--- config.mk ---
export PLATFORM = sky130hd
export DESIGN_NAME = comb_lock_param
export DESIGN_NICKNAME = d
export VERILOG_FILES = /design/src/rtl/comb_lock_param.sv
export SDC_FILE = /design/constraint.sdc
export NUM_CORES = 1
export LEC_CHECK = 0
export BUFFER_PORTS_ARGS = -buffer_cell sky130_fd_sc_hd__buf_2
export CAP_MARGIN = 30
export CORE_MARGIN = 3
export CORE_UTILIZATION = 40
export CTS_CLUSTER_SIZE = 28
export DETAILED_ROUTE_END_ITERATION = 10
export PLACE_DENSITY = 0.61
export SLEW_MARGIN = 20
export SYNTH_ARGS = -nofsm -noshare
export SYNTH_HDL_FRONTEND = slang
export SYNTH_SLANG_ARGS = --single-unit
--- constraint.sdc ---
create_clock -name clk -period 2.3 [get_ports clk]
set_clock_uncertainty 0.1 [all_clocks]
set_input_delay 0.23 -clock clk [delete_from_list [all_inputs] [get_ports clk]]
set_output_delay 0.23 -clock clk [all_outputs]
set_load 0.03 [all_outputs]
--- src/rtl/comb_lock_param.sv ---
// Parameterised combination lock with press-edge detection, wrong-try lockout and relock.
// Define COMB_LOCK_PROG_EN to make the code writable while open; otherwise it is fixed at DEFAULT_CODE.
module comb_lock_param #(
  parameter int SW_W = 3,
  parameter int CODE_LEN = 4,
  parameter logic [SW_W*CODE_LEN-1:0] DEFAULT_CODE = 12'b101_110_011_101,
  parameter int MAX_TRIES = 3,
  parameter int LOCKOUT_CYC = 16,
  localparam int IDX_W = (CODE_LEN > 1) ? $clog2(CODE_LEN) : 1,
  localparam int PROG_W = $clog2(CODE_LEN + 1)
) (
  input  logic              clk,
  input  logic              reset,
  input  logic [SW_W-1:0]   switch,
  input  logic              relock,
  input  logic              code_we,
  input  logic [IDX_W-1:0]  code_idx,
  input  logic [SW_W-1:0]   code_data,
  output logic              led,
  output logic              alarm,
  output logic [PROG_W-1:0] progress
);

  localparam int FAIL_W = $clog2(MAX_TRIES + 1);
  localparam int CNT_W  = (LOCKOUT_CYC > 1) ? $clog2(LOCKOUT_CYC) : 1;
  localparam logic [SW_W-1:0] IDLE = '1;

  typedef enum logic [1:0] {
    LOCKED  = 2'd0,
    ENTRY   = 2'd1,
    OPEN    = 2'd2,
    LOCKOUT = 2'd3
  } state_t;

  state_t              state_reg, state_next;
  logic [PROG_W-1:0]   progress_reg, progress_next;
  logic [FAIL_W-1:0]   fail_reg, fail_next;
  logic [CNT_W-1:0]    cnt_reg, cnt_next;
  logic [SW_W-1:0]     sw_reg;
  logic                press;
  logic [SW_W-1:0]     exp_sym;
  logic [SW_W*CODE_LEN-1:0] code_flat;
  logic [SW_W-1:0]     code_sym [CODE_LEN];

  // A press is the first non-idle sample after an idle one, so a held switch counts once.
  assign press = (switch != IDLE) && (sw_reg == IDLE);

`ifdef COMB_LOCK_PROG_EN
  logic wr_en;
  assign wr_en = (state_reg == OPEN) && code_we && (32'(code_idx) < CODE_LEN) && (code_data != IDLE);

  always_ff @(posedge clk) begin
    if (reset) begin
      code_flat <= DEFAULT_CODE;
    end else if (wr_en) begin
      for (int i = 0; i < CODE_LEN; i++) begin
        if (32'(code_idx) == i) code_flat[SW_W*(CODE_LEN-i)-1 -: SW_W] <= code_data;
      end
    end
  end
`else
  logic unused_prog;
  assign unused_prog = ^{code_we, code_idx, code_data};
  assign code_flat   = DEFAULT_CODE;
`endif

  // Symbol 0 lives in the most significant slice.
  generate
    for (genvar gi = 0; gi < CODE_LEN; gi++) begin : g_sym
      assign code_sym[gi] = code_flat[SW_W*(CODE_LEN-gi)-1 -: SW_W];
    end
  endgenerate

  always_comb begin
    exp_sym = code_sym[0];
    for (int i = 1; i < CODE_LEN; i++) begin
      if (progress_reg == PROG_W'(i)) exp_sym = code_sym[i];
    end
  end

  always_ff @(posedge clk) begin
    if (reset) begin
      state_reg    <= LOCKED;
      progress_reg <= '0;
      fail_reg     <= '0;
      cnt_reg      <= '0;
      sw_reg       <= IDLE;
    end else begin
      state_reg    <= state_next;
      progress_reg <= progress_next;
      fail_reg     <= fail_next;
      cnt_reg      <= cnt_next;
      sw_reg       <= switch;
    end
  end

  always_comb begin
    state_next    = state_reg;
    progress_next = progress_reg;
    fail_next     = fail_reg;
    cnt_next      = cnt_reg;
    case (state_reg)
      LOCKED, ENTRY: begin
        if (press) begin
          if (switch == exp_sym) begin
            if (progress_reg == PROG_W'(CODE_LEN - 1)) begin
              state_next    = OPEN;
              progress_next = '0;
              fail_next     = '0;
            end else begin
              state_next    = ENTRY;
              progress_next = progress_reg + 1'b1;
            end
          end else begin
            progress_next = '0;
            if (fail_reg == FAIL_W'(MAX_TRIES - 1)) begin
              state_next = LOCKOUT;
              fail_next  = FAIL_W'(MAX_TRIES);
              cnt_next   = CNT_W'(LOCKOUT_CYC - 1);
            end else begin
              state_next = LOCKED;
              fail_next  = fail_reg + 1'b1;
            end
          end
        end
      end
      // Any press while open only relocks; it is never taken as a code symbol.
      OPEN: begin
        if (relock || press) state_next = LOCKED;
      end
      LOCKOUT: begin
        if (cnt_reg == '0) begin
          state_next = LOCKED;
          fail_next  = '0;
        end else begin
          cnt_next = cnt_reg - 1'b1;
        end
      end
      default: begin
        state_next    = LOCKED;
        progress_next = '0;
        fail_next     = '0;
        cnt_next      = '0;
      end
    endcase
  end

  assign led      = (state_reg == OPEN);
  assign alarm    = (state_reg == LOCKOUT);
  assign progress = progress_reg;

endmodule
After elaboration in Yosys (flattened, before gate mapping):

Index checks and enable logic that the tools add are counted.

* register bits after elaboration: 14
* word-level logic and storage cells: 57
* output and inout port bits: 5

* multiplexer cells: 22
* equality and inequality tests: 17
* add/subtract/negate cells: 3
* reductions and logical operators: 10

Operator list (number)
* $mux W2: 11
* $mux W4: 4
* $mux W3: 4
* $ne A2 B2 Y1 const B: 4
* $pmux W4 S2: 1
* $eq A2 B2 Y1 const B: 3
* $eq A3 B2 Y1 const B: 2
* $ne A3 B3 Y1 const B: 2
* $pmux W2 S3: 1
* $reduce_and A5 Y1: 1
* $logic_not A4 Y1: 1
* $ne A2 B1 Y1 const B: 2
* $pmux W2 S2: 1
* $reduce_and A4 Y1: 1
* $sub A4 B1 Y4 const B: 1
* $add A3 B1 Y3 const B: 1
* $eq A3 B1 Y1 const B: 1
* $eq A3 B3 Y1: 1
* $eq A3 B3 Y1 const B: 1
* $reduce_and A3 Y1: 1
* $add A2 B1 Y2 const B: 1
* $eq A2 B1 Y1 const B: 1
* $logic_not A2 Y1: 1
* $reduce_and A2 Y1: 1
* 4 further kinds: 4

Logic depth before layout (Yosys ltp):

Gate-level depths: netlist of the first run.

* depth in word-level cells: 8
* depth in mapped cells: 7

Worst setup path before layout of the first run:

No wires, ideal clock.

* path kind: register to register
* start point: register progress_reg[0], in the netlist progress[0]
* end point: register progress_reg[0], in the netlist progress[0]
* arrival: 2.071 ns
* period minus slack after synthesis: 2.241 ns
* slack: 0.059 ns
* stages on the path, launching flop included: 7
* data required time: 2.130 ns
* setup time: 0.070 ns
* buffers on the path: 0
* path through: dfxtp_1 -> ha_1 -> nor4b_2 -> a22oi_1 -> a211o_1 -> or4_1 -> a21oi_1

* cells in the longest elaborated chain, start to end: 6

RTL lines
* from (decl): RTL line 36 `logic [PROG_W-1:0] progress_reg, progress_next;`
* from (signal assigned): RTL line 90 `progress_reg <= progress_next;`
* $eq A3 B1 Y1: RTL line 77 `if (progress_reg == PROG_W'(i)) exp_sym = code_sym[i];`
* $mux W2: RTL line 77
* $mux W3 (2 in series): RTL line 77
* $eq A3 B3 Y1: RTL line 105 `if (switch == exp_sym) begin`
* $mux W3 (*): RTL line 105

Mark *: on every way between the ends. The rest lies on a longest branch, timed or not.
A chain may end at the register's enable or synchronous reset.

Worst setup path in the final report of the first run:

* start point: register progress_reg[1], in the netlist progress[1]
* end point: register progress_reg[1], in the netlist progress[1]

The elaborated chain is that of the path after synthesis.

==> run summary, run 1 <==
The overall fraction of global-route tracks in use was 15.0%; the largest stage delay on the critical path was 0.42 ns. The logs give 0.137 ns for the worst hold slack and 5 for the first-pass detailed-route iteration total. The sequential cells in the finished layout cover a total of 280 um2. The number of maximum-capacitance constraint violations was 0. The cell count after synthesis came out at 96. Wires add up to 1.70 mm. The number of different library cells used by synthesis comes to 37. The share of async-settable or async-resettable flops after synthesis was 0%. The net count after synthesis was 113. The critical path in this run is classified as reg2reg. Yosys mapped a number of flops with a built-in enable equal to 0. Most congested layer reported by global routing: met2. The flip-flop count of the largest register after layout is 4. For the number of post-CTS setup repair buffers, the log shows 0. The critical path goes through ha_2, nor4b_2, a22oi_1, a211o_1, or4_1, a21oi_1. The run gives 2.41 ns as the required time reported for the critical path endpoint. Including well taps, the total number of placed cells is 134. The run gives 15 as the number of standard-cell rows in the floorplan. The run gives 507 um2 as the area of the multi-input gates.

After routing the design area is 961 um2. The post-place setup slack was 0.126 ns; the half-perimeter wire length after placement was 1.32 mm. The count of cells in the finished layout, fillers not included, comes to 138.

The leakage power figure was 0.376 nW. The number of levels the H-tree was split into was 1; the y dimension of the die was 51.0 um. The top cell type's share of synthesized area works out to 34.6%. The Yosys step of the flow raised 0 warnings. The count of buffers added on input and output ports is 10.

Entering global routing, the biggest net connects 18 pins. For the met2 routing resource usage after global routing, the log shows 22.3%. The met3 routing resource usage after global routing is 6.12%. The clock tree root driver cell was clkbuf_4.

For this run, design rule violations remaining after detail routing come to 0. The clock period minus final worst setup slack is 2.10 ns. By area the synthesized netlist is led by dfxtp_1, ha_1, a21oi_1. Clock latency on the worst-skew pair, taken at its later pin, is 0.27 ns. The main flop type after synthesis is dfxtp_1. The critical path contains buffers and inverters numbering 0 combined.

In this run, synthesis produced a sequential element count of 14. By instance count, the leading cell after synthesis is dfxtp_1. For the area of the die, the log shows 2600 um2. The class of the tightest hold or removal check is in2reg. After layout, the design draws a total of 508 uW. The starting density of the core was 44.5%; the number of nets in the final layout was 131. The number of global-route vias before repair is 657, and the summed instance area of the synthesized netlist is 810 um2. Post-layout utilization of the core: 52.8%.

The peak fanout along the critical path was 7; the worst-margin pin slew was 0.543 ns. STA classifies the critical path startpoint as a flip-flop. The share of synthesized area occupied by flip-flops and latches is 34.6%. Sorting the synthesized cells by how often they occur yields dfxtp_1, a21oi_1, inv_1, nand2_1, nor2_1. The I/O pin count was 17; the worst-case setup margin in the final layout was 0.205 ns. In this run the remaining antenna-violating nets after routing total 0.

At the end of routability-driven placement, the weighted congestion stood at 0.811. The power density over the cells works out to 529 nW/um2. VDD sags by at most 0.000343 V. Global routing consumed, on the met1 layer, 20.0% of the routing resources. After clock tree synthesis, the repair step resized 0 gates.

Setup repair after global routing left no endpoint under its margin. The initial antenna violation count was 0. The path with the worst hold slack has its endpoint at sw_reg[1]. The beginning of the worst register-to-register path is progress[1].

The core area is 1820 um2. The achievable frequency came out at 0.477 GHz. The post-detailed-placement cell area is 917 um2. The synthesized design spends more area on one cell type than any other, namely dfxtp_1.

In this run the mean area of a mapped cell was 8.43 um2. The run gives 0 as the quantity of hold-fixing buffers added after cts. The clock-pin slew of the registers on the worst-case setup and hold paths works out to 0.08 ns. From synthesis to final layout, the design area changed by 18.7%.

For the final number of setup-violating endpoints, the log shows 0. Counting the buffers created by CTS gives 3. After layout, the worst path uses 91.1% of the clock period. Number of failing hold endpoints at the final stage: 0. TritonCTS built the clock tree.

The number of cells on the worst reg-to-reg path is 6. The per-cell via count in the routed design was 5.44. The tree built by TritonCTS fans out to 14 sinks. The run gives 2 as the maximum count of clock buffers along a single path. The worst hold path stage count works out to 2. The die is 51.0 um wide. STA puts the critical path data arrival time at 2.21 ns. The endpoint class of the critical path was a flip-flop. After the first detailed-routing iteration, the DRC count stood at 12. Logic depth of the worst path, buffers included: 6. The flow ran to the end, and the final reports show no timing, DRC or antenna violations. The max-slew violation count was 0. The fraction of layout instances using a drive strength above 1 was 23.0%. The worst pin sits at a relative slew slack of 63.7%. The first global-routing pass estimated 3.02 mm of wire. Setup slack on the worst reg-to-reg path comes out at 0.20 ns. The worst register-to-register path ends at progress[1]. In the final routed layout, each cell accounts on average for 12.3 um. The sum of negative setup slack is 0 ns. The logs give 0 for the remaining global-route overflow and 0 for the diode insertion count for antenna repair.

Among all stages on the critical path, the largest delay is contributed by or4_1. Across all layers, the routed design uses 751 vias. The worst hold path begins at switch[1]. On the critical path the largest part of the delay comes from compound AO/OA/AOI/OAI gates. Counting the fill cells in the layout gives 190.
==> report_power, final <==
group	total [mW]	internal, mW	switching (mW)
Clock	0.172	0.0963	0.0757
Sequential	0.258	0.252	0.00598
Combinational	0.0788	0.0338	0.0450
Total	0.508	0.382	0.127
==> kinds of logic (layout without fill, tap and decap cells) <==
family / count (synthesis) / after routing / share of synthesized area, %
AND/OR/NAND/NOR: 40 / 40 / 29.5
buffers and inverters: 8 / 25 / 3.71
flip-flops: 14 / 14 / 34.6
AO/OA/AOI/OAI: 27 / 27 / 22.1
multiplexers: 1 / 1 / 1.24
XOR/XNOR: 1 / 1 / 1.08
adder cells (fa/ha/maj): 5 / 5 / 7.73
==> layout by cell type (no fill, tap or decap), types with 3 or more instances in the layout <==
master    synthesis  final
a21oi_1           9      8
buf_2             0     10
buf_4             0      4
clkbuf_4          0      3
dfxtp_1          14     14
ha_1              5      4
inv_1             7      7
nand2_1           7      7
nor2_1            7      7
nor2b_1           3      3
o21ai_0           4      4
or2_2             3      3
or4_1             5      5
==> cell type report <==
type,instances,share of cell area (%)
Multi-Input combinational cell,74,52.7
Inverter,7,2.73
Sequential cell,14,29.2
Timing Repair Buffer,14,8.33
Tap cell,25,3.26
Clock buffer,4,3.78
==> per-layer routing <==
layer | share of wire, % | vias to the layer above | wire, um
li1 | - | 395 | -
met1 | 51 | 340 | 858
met2 | 43 | 16 | 738
met3 | 5.9 | 0 | 101
met4 | 0 | 0 | 0
met5 | 0 | - | 0
==> how the worst max path moves through the flow <==
stage,slack (ns),endpoint,start
floorplan,0.06,progress[0],progress[0]
global placement,0.18,fail_reg[0],progress[0]
detailed placement,0.13,fail_reg[0],progress[1]
CTS,0.08,fail_reg[0],progress[1]
global route,0.06,state_reg[1],progress[1]
finish,0.20,progress[1],progress[1]
No activity file was read; power rests on OpenSTA's default activity.
==> run 2: changes to the inputs <==
--- a/config.mk
+++ b/config.mk
@@ -8,10 +8,10 @@
 export BUFFER_PORTS_ARGS = -buffer_cell sky130_fd_sc_hd__buf_2
 export CAP_MARGIN = 30
 export CORE_MARGIN = 3
-export CORE_UTILIZATION = 40
+export CORE_UTILIZATION = 52
 export CTS_CLUSTER_SIZE = 28
 export DETAILED_ROUTE_END_ITERATION = 10
-export PLACE_DENSITY = 0.61
+export PLACE_DENSITY = 0.76
 export SLEW_MARGIN = 20
 export SYNTH_ARGS = -nofsm -noshare
 export SYNTH_HDL_FRONTEND = slang
==> run 2 against run 1 <==
Critical path depth did not move; sequential share of layout area rose by 0.94 points; clock-buffer cell count did not move; clock power rose by 5%; via count fell by 1.7%; die area fell by 21%; maximum frequency fell by 1.9%; flip-flop and latch count did not move.
==> run summary, run 2 (synthesized netlist as in run 1, its figures left out) <==
The first-iteration detailed-routing DRC count was 25 (+13); the clock-pin slew of the registers on the worst-case setup and hold paths was 0.09 ns (about the same). The run gives 0 (unchanged) as the number of remaining DRC errors. The number of failing hold endpoints at the final stage is 0 (unchanged), and the routability congestion estimate is 0.759 (-6.5%). For the max-slew violation count, the log shows 0 (unchanged). The run gives 14.6% (-0.9 points) as the relative contribution of combinational cells to total power. The fraction of layout instances using a drive strength above 1 is 21.6% (-1.4 points), and the fraction of power consumed by sequential logic is 50.3% (-0.4 points). Portion of the clock cycle consumed by the worst path in the final layout: 92.8% (+1.7 points). The per-cell via count in the routed design was 5.86 (+7.6%).

The run gives 129 (-1.5%) as the number of nets in the final layout. The logs give 66.1% (+2.4 points) for the worst max-slew margin expressed relative to the limit and 14 (unchanged) for the number of sinks on the clock net. The maximum number of pins on one net before global-route repair was 18 (unchanged). Data arrival time at the worst-slack endpoint: 2.26 ns (+0.05 ns). Setup repair after global routing left no endpoint under its margin. The area of the die was 2070 um2 (-21%). The run finished with clean final reports. The kind of start point of the critical path is a flip-flop. TritonCTS built the clock tree. The tools report the internal power summed over all cells as 380 uW (-0.51%).

The number of standard-cell rows in the floorplan is 13 (-2). The library cell used most frequently in the layout, excluding fill and tap cells, is dfxtp_1. The run gives 0 (unchanged) as the initial antenna violation count.

The number of levels the H-tree was split into was 1 (unchanged). The class of the tightest hold or removal check is in2reg. The clock network fraction of design power came out at 35.1% (+1.3 points). Endpoint class of the critical path: a flip-flop.

The logs give 1.64 mm (-3.7%) for the overall routed net length and 2 (unchanged) for the maximum count of clock buffers along a single path. Class of the most critical setup path: reg2reg. The number of maximum-capacitance constraint violations is 0 (unchanged), and the remaining global-route overflow is 0 (unchanged). The clock period minus final worst setup slack came out at 2.13 ns (+0.0398 ns). The number of post-CTS setup repair buffers came out at 0 (unchanged). The clock latency on the worst-skew pair came out at 0.28 ns (about the same). Core area: 1380 um2 (-24%). The number of global-route vias before repair came out at 705 (+7.3%). The y dimension of the die came out at 45.5 um (-11%). The power density over the cells works out to 550 nW/um2 (+4.0%).

The average routed wire per standard cell is 13.0 um (+5.5%). Post-synthesis to final-layout area growth: 15.0%. The reported net switching power is 133 uW (+4.6%).

The worst-margin pin slew is 0.507 ns (-0.0356 ns). The x dimension of the die was 45.5 um (-11%). The worst ir drop on vdd was 0.000287 V (-16%); the flip-flop count of the largest register after layout was 4 (unchanged). The run gives 0.468 GHz (-1.9%) as the achievable frequency.

In the layout the commonest cells are dfxtp_1, buf_2, a21oi_1. The logs give 0 (unchanged) for the final number of setup-violating endpoints and 0.365 nW (-2.8%) for the leakage power figure. The wire length of the first global-routing pass was 3.11 mm (+2.9%).

The overall fraction of global-route tracks in use is 20.6% (+5.6 points). The remaining antenna violation count came out at 0 (unchanged). For the first-pass detailed-route iteration total, the log shows 4 (-1). The count of input and output buffers was 10 (unchanged); the required time reported for the critical path endpoint was 2.42 ns (about the same).

Half-perimeter wire length after placement: 1.24 mm (-5.9%). The peak fanout along the critical path works out to 9 (+2). The logs give 67.3% (+15 points) for the post-layout utilization of the core and 17 (unchanged) for the I/O pin count.

The logs give 3 (unchanged) for the number of CTS-inserted buffers and 738 (-1.7%) for the total vias in the final route. CTS placed an instance of clkbuf_4 at the clock tree root. The sum of negative setup slack was 0 ns (unchanged). The run gives 58.6% (+14 points) as the starting density of the core. The switching portion of total power was 25.9% (+0.95 points); the diode insertion count for antenna repair was 0 (unchanged).
-- run 2: changes by cell type in the layout (fill, tap and decap cells not counted) --
| cell | previous run | this run |
|---|---|---|
| a21oi_2 | 1 | 0 |
| a211o_1 | 1 | 0 |
| a211o_2 | 0 | 1 |
| a21oi_1 | 8 | 9 |
| buf_4 | 4 | 2 |
-- run 2: repair_timing --
| item | 4_1_cts | 5_1_grt |
|---|---|---|
| resized for setup | 0 | 3 |
| endpoints found under the setup margin | 0 | 9 |
| hold buffers | 0 | 0 |
-- run 2: worst max-delay path, stage by stage (launching register included) --
cell	delay, ns
dfxtp_1	0.35
ha_2	0.24
nor4b_2	0.25
a22oi_1	0.14
a211o_2	0.42
or4_1	0.41
a21oi_1	0.15
-- run 2: layer usage --
layer / global-route usage [%] / part of all wire (%)
met1: 30.6 / 50
met2: 27.6 / 44
met4: 11.1 / 1.8
met5: 0 / 0
met3: 3.56 / 4.6
-- run 2: area by class of cell --
class / count / area (um2)
Tap cell: 15 / 18.8
Multi-Input combinational cell: 74 / 504
Clock buffer: 4 / 36.3
Fill cell: 120 / 452
Inverter: 7 / 26.3
Sequential cell: 14 / 280
Timing Repair Buffer: 12 / 65.1
-- run 2: metrics by stage --
stage | power [mW] | hold slack [ns] | instances | instance area (um2) | setup WS (ns)
finish | 0.512 | 0.105 | 126 | 931 | 0.165
global route | 0.541 | 0.109 | 126 | 931 | 0.0156
CTS | 0.514 | 0.102 | 126 | 926 | 0.0811
detailed placement | 0.337 | 0.361 | 122 | 890 | 0.102
global placement | 0.335 | 0.351 | 122 | 890 | 0.135
floorplan | 0.313 | 0.237 | 96 | 810 | 0.0586
-- run 2: power by group through the flow --
stage / clock network [mW] / registers, mW / logic (mW)
6_report: 0.180 / 0.258 / 0.0750
5_1_grt: 0.196 / 0.259 / 0.0866
4_1_cts: 0.182 / 0.258 / 0.0742
3_5_place_dp: 0 / 0.263 / 0.0737
3_3_place_gp: 0 / 0.263 / 0.0721
2_1_floorplan: 0 / 0.263 / 0.0493
-- run 2: worst paths after layout --
kind	from	end	depth (start not counted)	slack (ns)
hold / removal	switch[1]	sw_reg[1]	2	0.11
setup reg to reg	progress[0]	progress[1]	6	0.17
hold reg to reg	cnt_reg[3]	cnt_reg[3]	2	0.37
setup / recovery	progress[0]	progress[1]	6	0.17
